<file path="src/rtl/selector_casillas_nxn_if.sv">
// Bundle of the button inputs and board/cursor outputs of selector_casillas_nxn.
//   master : drives buttons, enable and clear; observes the board state
//   slave  : the selector itself
interface selector_casillas_nxn_if #(
  parameter int unsigned N    = 3,
  parameter int unsigned IDXW = $clog2(N*N+1)
);
  logic              btn_up;
  logic              btn_down;
  logic              btn_izq;
  logic              btn_der;
  logic              btn_elige;
  logic              enable;
  logic              clear;
  logic [IDXW-1:0]   cuadro;
  logic [2*N*N-1:0]  tablero;
  logic              turno_p1;
  logic              turno_p2;
  logic              move_ok;
  logic              move_rej;
  logic [IDXW-1:0]   jugadas;
  logic              lleno;

  modport master (
    output btn_up, btn_down, btn_izq, btn_der, btn_elige, enable, clear,
    input  cuadro, tablero, turno_p1, turno_p2, move_ok, move_rej, jugadas, lleno
  );

  modport slave (
    input  btn_up, btn_down, btn_izq, btn_der, btn_elige, enable, clear,
    output cuadro, tablero, turno_p1, turno_p2, move_ok, move_rej, jugadas, lleno
  );
endinterface

</file>
<file path="src/rtl/selector_casillas_nxn.sv">
// N x N board cell selector: moves a cursor from button edges and commits the
// current player's mark through a two-cycle IDLE/CHECK sequence.
//   clk      : system clock, rising edge
//   reset_n  : asynchronous active-low reset
//   bus      : slave side of selector_casillas_nxn_if (buttons, enable, clear in;
//              cuadro, tablero, turn flags, move pulses, jugadas, lleno out)
module selector_casillas_nxn #(
  parameter int unsigned N       = 3,
  parameter bit          WRAP    = 1'b0,
  parameter logic [1:0]  P1_CODE = 2'b11,
  parameter logic [1:0]  P2_CODE = 2'b01,
  parameter int unsigned IDXW    = $clog2(N*N+1)
) (
  input  logic                    clk,
  input  logic                    reset_n,
  selector_casillas_nxn_if.slave  bus
);

  localparam int unsigned CELLS = N * N;
  localparam int unsigned CW    = (N > 1) ? $clog2(N) : 1;
  localparam logic [CW-1:0] CENTRE = CW'(N / 2);
  localparam logic [CW-1:0] LAST   = CW'(N - 1);

  typedef enum logic {S_IDLE, S_CHECK} state_e;

  // Button vector order: {elige, der, izq, down, up}
  localparam int unsigned B_UP = 0, B_DOWN = 1, B_IZQ = 2, B_DER = 3, B_ELIGE = 4;

  state_e              state_q;
  logic [4:0]          prev_q;
  logic [CW-1:0]       row_q, col_q;
  logic [CW-1:0]       row_d, col_d;
  logic [IDXW-1:0]     cuadro_q;
  logic [IDXW-1:0]     sel_idx_q;
  logic [2*CELLS-1:0]  tablero_q, tablero_d;
  logic [IDXW-1:0]     jugadas_q;
  logic                lleno_q;
  logic                turno_p1_q, turno_p2_q;
  logic                move_ok_q, move_rej_q;

  logic [4:0]          btn_vec_c;
  logic [4:0]          edge_c;
  logic                accept_c;
  logic                cell_free_c;
  logic [1:0]          mark_c;

  // 0-based row-major cell index
  function automatic logic [IDXW-1:0] cell_idx(input logic [CW-1:0] r,
                                               input logic [CW-1:0] c);
    return IDXW'(r) * IDXW'(N) + IDXW'(c);
  endfunction

  assign btn_vec_c = {bus.btn_elige, bus.btn_der, bus.btn_izq, bus.btn_down, bus.btn_up};
  assign edge_c    = btn_vec_c & ~prev_q;
  assign accept_c  = (state_q == S_IDLE) && bus.enable;
  assign mark_c    = turno_p1_q ? P1_CODE : P2_CODE;

  // Next cursor position; an elige edge outranks every move edge
  always_comb begin
    row_d = row_q;
    col_d = col_q;
    if (accept_c && !edge_c[B_ELIGE]) begin
      if (edge_c[B_UP]) begin
        if (row_q == '0) row_d = WRAP ? LAST : row_q;
        else             row_d = row_q - CW'(1);
      end else if (edge_c[B_DOWN]) begin
        if (row_q == LAST) row_d = WRAP ? '0 : row_q;
        else               row_d = row_q + CW'(1);
      end else if (edge_c[B_IZQ]) begin
        if (col_q == '0) col_d = WRAP ? LAST : col_q;
        else             col_d = col_q - CW'(1);
      end else if (edge_c[B_DER]) begin
        if (col_q == LAST) col_d = WRAP ? '0 : col_q;
        else               col_d = col_q + CW'(1);
      end
    end
  end

  // Occupancy of the latched cell and the board with the mark applied
  always_comb begin
    cell_free_c = 1'b0;
    tablero_d   = tablero_q;
    for (int k = 0; k < int'(CELLS); k++) begin
      if (sel_idx_q == IDXW'(k)) begin
        cell_free_c          = (tablero_q[2*k +: 2] == 2'b00);
        tablero_d[2*k +: 2]  = mark_c;
      end
    end
  end

  // Control FSM, cursor, board and all registered outputs
  always_ff @(posedge clk or negedge reset_n) begin
    if (!reset_n) begin
      state_q    <= S_IDLE;
      prev_q     <= '0;
      row_q      <= CENTRE;
      col_q      <= CENTRE;
      cuadro_q   <= cell_idx(CENTRE, CENTRE) + IDXW'(1);
      sel_idx_q  <= '0;
      tablero_q  <= '0;
      jugadas_q  <= '0;
      lleno_q    <= 1'b0;
      turno_p1_q <= 1'b1;
      turno_p2_q <= 1'b0;
      move_ok_q  <= 1'b0;
      move_rej_q <= 1'b0;
    end else begin
      prev_q     <= btn_vec_c;
      move_ok_q  <= 1'b0;
      move_rej_q <= 1'b0;
      if (bus.clear) begin
        // New game; also abandons a pending CHECK
        state_q    <= S_IDLE;
        row_q      <= CENTRE;
        col_q      <= CENTRE;
        cuadro_q   <= cell_idx(CENTRE, CENTRE) + IDXW'(1);
        tablero_q  <= '0;
        jugadas_q  <= '0;
        lleno_q    <= 1'b0;
        turno_p1_q <= 1'b1;
        turno_p2_q <= 1'b0;
      end else begin
        row_q    <= row_d;
        col_q    <= col_d;
        cuadro_q <= cell_idx(row_d, col_d) + IDXW'(1);
        case (state_q)
          S_IDLE: begin
            // A full board swallows the select edge without acting on it
            if (accept_c && edge_c[B_ELIGE] && !lleno_q) begin
              sel_idx_q <= cell_idx(row_q, col_q);
              state_q   <= S_CHECK;
            end
          end
          S_CHECK: begin
            state_q <= S_IDLE;
            if (cell_free_c) begin
              tablero_q  <= tablero_d;
              move_ok_q  <= 1'b1;
              jugadas_q  <= jugadas_q + IDXW'(1);
              lleno_q    <= ((jugadas_q + IDXW'(1)) == IDXW'(CELLS));
              turno_p1_q <= ~turno_p1_q;
              turno_p2_q <= ~turno_p2_q;
            end else begin
              move_rej_q <= 1'b1;
            end
          end
          default: state_q <= S_IDLE;
        endcase
      end
    end
  end

  assign bus.cuadro   = cuadro_q;
  assign bus.tablero  = tablero_q;
  assign bus.turno_p1 = turno_p1_q;
  assign bus.turno_p2 = turno_p2_q;
  assign bus.move_ok  = move_ok_q;
  assign bus.move_rej = move_rej_q;
  assign bus.jugadas  = jugadas_q;
  assign bus.lleno    = lleno_q;

endmodule

</file>
<file path="src/flat_wrapper.sv">
// flat-port wrapper written by rule: the top's interface ports become plain ports
module selector_casillas_nxn_flat 
#(
  parameter int unsigned N       = 3,
  parameter bit          WRAP    = 1'b0,
  parameter logic [1:0]  P1_CODE = 2'b11,
  parameter logic [1:0]  P2_CODE = 2'b01,
  parameter int unsigned IDXW    = $clog2(N*N+1)
)
  (clk, reset_n, bus_btn_up, bus_btn_down, bus_btn_izq, bus_btn_der, bus_btn_elige, bus_enable, bus_clear, bus_cuadro, bus_tablero, bus_turno_p1, bus_turno_p2, bus_move_ok, bus_move_rej, bus_jugadas, bus_lleno);
  selector_casillas_nxn_if #(.N(N), .IDXW(IDXW)) bus_i ();
  input  logic clk;
  input  logic reset_n;
  input wire logic [$bits(bus_i.btn_up)-1:0] bus_btn_up;
  input wire logic [$bits(bus_i.btn_down)-1:0] bus_btn_down;
  input wire logic [$bits(bus_i.btn_izq)-1:0] bus_btn_izq;
  input wire logic [$bits(bus_i.btn_der)-1:0] bus_btn_der;
  input wire logic [$bits(bus_i.btn_elige)-1:0] bus_btn_elige;
  input wire logic [$bits(bus_i.enable)-1:0] bus_enable;
  input wire logic [$bits(bus_i.clear)-1:0] bus_clear;
  output wire logic [$bits(bus_i.cuadro)-1:0] bus_cuadro;
  output wire logic [$bits(bus_i.tablero)-1:0] bus_tablero;
  output wire logic [$bits(bus_i.turno_p1)-1:0] bus_turno_p1;
  output wire logic [$bits(bus_i.turno_p2)-1:0] bus_turno_p2;
  output wire logic [$bits(bus_i.move_ok)-1:0] bus_move_ok;
  output wire logic [$bits(bus_i.move_rej)-1:0] bus_move_rej;
  output wire logic [$bits(bus_i.jugadas)-1:0] bus_jugadas;
  output wire logic [$bits(bus_i.lleno)-1:0] bus_lleno;
  assign bus_i.btn_up = bus_btn_up;
  assign bus_i.btn_down = bus_btn_down;
  assign bus_i.btn_izq = bus_btn_izq;
  assign bus_i.btn_der = bus_btn_der;
  assign bus_i.btn_elige = bus_btn_elige;
  assign bus_i.enable = bus_enable;
  assign bus_i.clear = bus_clear;
  assign bus_cuadro = bus_i.cuadro;
  assign bus_tablero = bus_i.tablero;
  assign bus_turno_p1 = bus_i.turno_p1;
  assign bus_turno_p2 = bus_i.turno_p2;
  assign bus_move_ok = bus_i.move_ok;
  assign bus_move_rej = bus_i.move_rej;
  assign bus_jugadas = bus_i.jugadas;
  assign bus_lleno = bus_i.lleno;
  selector_casillas_nxn #(.N(N), .WRAP(WRAP), .P1_CODE(P1_CODE), .P2_CODE(P2_CODE), .IDXW(IDXW)) u_core (.clk(clk), .reset_n(reset_n), .bus(bus_i));
endmodule
</file>
<file path="config.mk">
export PLATFORM = sky130hd
export DESIGN_NAME = selector_casillas_nxn_flat
export DESIGN_NICKNAME = d
export VERILOG_FILES = /design/src/rtl/selector_casillas_nxn_if.sv /design/src/rtl/selector_casillas_nxn.sv /design/src/flat_wrapper.sv
export SDC_FILE = /design/constraint.sdc
export NUM_CORES = 1
export LEC_CHECK = 0
export ABC_AREA = 1
export BUFFER_PORTS_ARGS = -buffer_cell sky130_fd_sc_hd__buf_2
export CORE_AREA = 2 2 70 72
export DETAILED_ROUTE_END_ITERATION = 10
export DIE_AREA = 0 0 72 74
export PLACE_DENSITY = 0.77
export SYNTH_ARGS = -nofsm -noshare
export SYNTH_HDL_FRONTEND = slang
export SYNTH_SLANG_ARGS = --single-unit
</file>
<file path="constraint.sdc">
create_clock -name clk -period 2.7 [get_ports clk]
set_input_delay 0.405 -clock clk [delete_from_list [all_inputs] [get_ports clk]]
set_output_delay 0.405 -clock clk [all_outputs]
set_load 0.01 [all_outputs]
</file>
==> metrics.txt, run 1 <==
GRT Residual Overflow 0; Worst-Skew Late Latency 0.30 ns; GR Util met3 3.93%; reg-to-reg startpoint u_core.row_q[0]; crit path launch type flop; row count 25; Finished Core Util 60.6%; final WL 4950 um; routability cong. 0.810; Ys Warns 0; #FFs+latches synth 45; post-synth top area share 40.8%; IO Pins 40; Syn Area/Cell 8.26 sq um; register area share after synthesis 46.1%; Hold Fails Final Rpt 0; min-delay worst type input pin to flop; Worst Setup End Kind flop; synth top area cells dfrtp_1 41%, nand2_1 15%, ha_1 6.6%; Worst Hold End u_core.prev_q[2]; initial antenna violation count 0; Top FF cell, synth dfrtp_1; iteration-0 DRC count of the detailed router 90; status finished, final reports clean; Die Span X 72 um; CP peak stage delay 0.58 ns; drt first pass iters 4; number of synthesized flops with an enable pin 0; max-cap viol count 0; maximum clock frequency 394 MHz; ys async rst share 100%; hold path startpoint bus_btn_izq; Reg2Reg Setup Slack 0.16 ns; WL per Instance 12.6 um; Fill cells 396; core area 4600 sq um; Synth cell types 31; full die area 5330 sq um; vias in the first global route 1903; post-placement worst setup slack 0.0988 ns; most frequent cells after synthesis 98 x nand2_1, 40 x dfrtp_1, 31 x nand3_1; most used routing layer met2; synthesized area 2450 sq um; Total GRT Usage 20.5%; worst endpoint required time 2.93 ns; post-synthesis net count 323; worst vdd ir 0.000370 V; fin cells 394; P_leak 1.55 nW; setup slack after layout 0.159 ns; FF-to-FF End u_core.bus.cuadro[2]; first-pass GRT wire length 8410 um; final routed DRC violation total 0; Num CTS Buffers 5; Area growth syn-to-layout 13.6%; R2R depth 10; initial core utilization 53.4%; H-tree Lvls 2; Final setup violation count 0; critical path, cell by cell inv_1 > ha_1 > nand3_1 > nand2_1 > o211ai_1 > nand2_1 > fa_1 > fa_1 > xnor2_1 > nand2_1; period utilization 94.1%; # nets final 365; Max Slew Vio Count 0; Clock Path Buffers 2; post-route setup TNS 0 ns; cell count after synthesis 297; grt met1 use 26.5%; most common cell in the netlist nand2_1; hpwl dp 3560 um; pwr dens 695 nW/um^2; Root Buffer clkbuf_8; Routed Antenna Nets 0; clock sink count 45; worst slew pin tran 0.978 ns; Placed Instances 385; most used cell, CP nand2_1; crit path max fanout 5; Clock Skews 0.00497 ns; ANT cells 0; cell accounting for the most synthesized area dfrtp_1; Slowest-stage cell, CP dfstp_2; fin crit period 2.54 ns; Crit Path Category flop to flop; met2 global-route usage 34.5%; via-per-instance ratio 5.12; Crit path arrival time 2.77 ns; total number of vias 2019; CTS tree built; Hold Path Cell Cnt 1; WHS 0.223 ns; die height 74 um; largest net degree at the start of global routing 46; clk slew on worst S/H paths 0.08 ns; RSZ-0062 raised after global routing no; relative slew slack 34.8%; layout cells sized above 1 20.3%; IO Port Bufs 39
## placed cells by master, fill, tap and decap left out, drive strengths merged
cell type / n
a21oi: 3
a32oi: 1
buf: 41
clkbuf: 8
clkinv: 1
dfrtp: 40
dfstp: 5
fa: 4
ha: 13
inv: 34
nand2: 99
nand3: 32
nand3b: 1
nand4: 3
nor2: 28
nor3: 2
o211ai: 3
o21a: 5
o21ai: 12
or2: 2
xnor2: 1
xor2: 2
## registers in the layout (all words and copies together) (netlist names), 2 cells and up
| register | cells |
|---|---|
| u_core.bus.jugadas | 4 |
| u_core.prev_q | 5 |
| u_core.bus.cuadro | 4 |
| u_core.col_q | 2 |
| u_core.bus.tablero | 18 |
| u_core.row_q | 2 |
| u_core.sel_idx_q | 4 |
## kinds of logic after synthesis
logic type                 Yosys count  synth area share (%)
and+or+nand+nor                    167                  30.3
DFF                                 45                  46.2
buffers and inverters               41                  6.73
AOI/OAI and AO/OA                   24                  5.86
adders and majority gates           17                  9.89
xor gates and xnor gates             3                  1.07
## worst max path at each step
stage | to | cells past startpoint | startpoint
finish | u_core.bus.cuadro[2] | 10 | u_core.row_q[0]
global route | u_core.bus.cuadro[2] | 10 | u_core.row_q[0]
CTS | u_core.bus.cuadro[2] | 10 | u_core.row_q[0]
detailed placement | u_core.bus.cuadro[2] | 10 | u_core.row_q[0]
global placement | u_core.bus.cuadro[2] | 10 | u_core.row_q[0]
floorplan | u_core.bus.cuadro[2] | 10 | u_core.row_q[0]
## routing by layer
layer  part of all wire [%]  vias up
met1                     46      944
met5                      0        -
met4                    1.1        0
met3                    5.0        6
met2                     48       47
li1                       -     1022
## stage by stage
step	area (sq um)	power, mW
after detailed placement	2690	1.55
after global placement	2690	1.53
after CTS	2770	1.96
after global routing	2790	2.09
after floorplan	2450	1.35
final	2790	1.94
## power by group
group	switching [mW]	internal, mW	total, mW
logic	0.438	0.237	0.676
registers	0.0800	0.785	0.865
clock network	0.213	0.184	0.397
total	0.732	1.21	1.94
## area by class of cell
type / instances / area, sq um / area share, %
repair buffers: 41 / 210 / 7.54
inverters: 35 / 131 / 4.71
flip-flops and latches: 45 / 1130 / 40.6
clock buffers: 8 / 80.1 / 2.87
multi-input cells: 211 / 1170 / 41.8
well taps: 54 / 67.6 / 2.42
## worst max-delay path: cells and delay by family (launching register included)
kind	cells	cell delay (ns)
adders and majority gates	3	1.23
AOI/OAI and AO/OA	1	0.11
DFF	1	0.58
xor gates and xnor gates	1	0.15
and+or+nand+nor	4	0.33
buffers and inverters	1	0.07
## repair_timing
action / CTS / global route
buffers inserted: 0 / 1
resized for setup: 0 / 3
hold buffers: 0 / 0
hold endpoints to repair: 0 / 0
setup endpoints to repair: 0 / 2
Note: power is estimated with default switching activity, not from simulation.
==> run 2, diff against run 1 <==
PLACE_DENSITY = 0.79   (was 0.77)
==> metrics.txt, run 2 (same netlist as run 1, synthesis figures left out) <==
leading cell type in the layout, fill and taps excluded nand2_1; WHS 0.219 ns; row count 25; die height 74 um; initial antenna violation count 0; CTS tree built; first-pass GRT wire length 8270 um; Max Used Layer met4; P_leak 1.58 nW; post-route setup TNS 0 ns; Crit path arrival time 2.77 ns; drt first pass iters 5; Worst-Skew Late Latency 0.30 ns; Total GRT Usage 20.3%; Clock Path Buffers 2; layout cells sized above 1 22.2%; Worst Setup End Kind flop; relative slew slack 36.2%; Met2 Wirelength 2240 um; RSZ-0062 raised after global routing no; Slowest-stage cell, CP dfstp_2; WL met3 282 um; Placed Area 2700 sq um; worst slew pin tran 0.956 ns; status finished, final reports clean; fin cells 396; full die area 5330 sq um; critical path, cell by cell inv_1 > ha_1 > nand3_1 > nand2_1 > o211ai_1 > nand2_1 > fa_1 > buf_4 > ha_1 > nand3_1 > a21oi_2; Num CTS Buffers 5; pwr dens 710 nW/um^2; clock sink count 45; worst endpoint required time 2.93 ns; Placed Instances 386; hold path startpoint bus_btn_izq; reg-to-reg startpoint u_core.row_q[0]; CP peak stage delay 0.58 ns; initial core utilization 53.4%; # nets final 367; max-cap viol count 0; crit path max fanout 5; Crit Path Category flop to flop; final routed DRC violation total 0; Max Slew Vio Count 0; Die Span X 72 um; crit path launch type flop; IO Pins 40; Final setup violation count 0; iteration-0 DRC count of the detailed router 119; WL per Instance 12.1 um; largest net degree at the start of global routing 46; final WL 4800 um; Routed Antenna Nets 0; period utilization 93.9%; via-per-instance ratio 5.16; routability cong. 0.841; IO Port Bufs 39; H-tree Lvls 2; Clock Skews 0.00379 ns; max FFs per register 18; Worst Setup SP u_core.row_q[0]; Root Buffer clkbuf_8; ANT cells 0; worst vdd ir 0.000450 V; core area 4600 sq um; cts-stage hold buffer count 0; hpwl dp 3440 um; maximum clock frequency 394 MHz; total number of vias 2042; Hold Fails Final Rpt 0; commonest non-fill, non-tap cells in the layout 98 x nand2_1, 40 x dfrtp_1, 39 x buf_2; vias in the first global route 1906; M1 WL 2190 um; clk slew on worst S/H paths 0.08 ns; min-delay worst type input pin to flop; GRT Residual Overflow 0; Area growth syn-to-layout 15.3%; finished layout cell area 2830 sq um; fin crit period 2.54 ns
[run 2: worst max-delay path, delay by kind of cell, from the launching register on]
| family | cells | cell delay (ns) |
|---|---|---|
| fa+ha+maj | 3 | 1.05 |
| flops | 1 | 0.58 |
| simple gates | 4 | 0.35 |
| compound gates | 2 | 0.25 |
| buf+inv | 2 | 0.22 |
[run 2: cell type report]
class,count,area (sq um)
fillers,405,1770
multi-input cells,211,1170
flip-flops and latches,45,1130
repair buffers,43,225
inverters,35,131
clock buffers,7,96.3
well taps,54,67.6
clock inverters,1,5.00
[run 2: path summary, 6_finish.rpt]
path                                               to  slack, ns  depth (start not counted)
max in group asynchronous            u_core.prev_q[2]       1.86                          1
worst min-delay path                 u_core.prev_q[2]       0.22                          1
min in group asynchronous            u_core.prev_q[3]       0.25                          1
worst max-delay path             u_core.bus.cuadro[3]       0.16                         11
worst max register to register   u_core.bus.cuadro[3]       0.16                         11
worst min register to register  u_core.bus.tablero[8]       0.50                          2
[run 2: what timing repair did]
| item | CTS | global route |
|---|---|---|
| gates resized for setup | 0 | 4 |
| buffers inserted | 0 | 2 |
| setup endpoints to repair | 0 | 2 |
| hold endpoints to repair | 0 | 0 |
[run 2: report_power, final]
part	total (mW)	switching (mW)	internal (mW)
combinational	0.685	0.434	0.251
sequential	0.866	0.0811	0.785
clock	0.457	0.225	0.231
[run 2: metrics by stage]
step	utilization [%]	total power, mW	worst slack, ns
final	61.6	2.01	0.164
after global placement	58.7	1.52	0.150
after global routing	61.6	2.16	0.0303
after detailed placement	58.7	1.55	0.00919
after floorplan	-	1.35	0.233
after CTS	60.9	2.01	0.0306
[run 2: routing by layer]
metal | GRT usage, % | up-vias
met1 | 26.1 | 945
li1 | - | 1029
met3 | 5.15 | 8
met5 | 0 | -
met2 | 32.8 | 60
met4 | 8.81 | 0
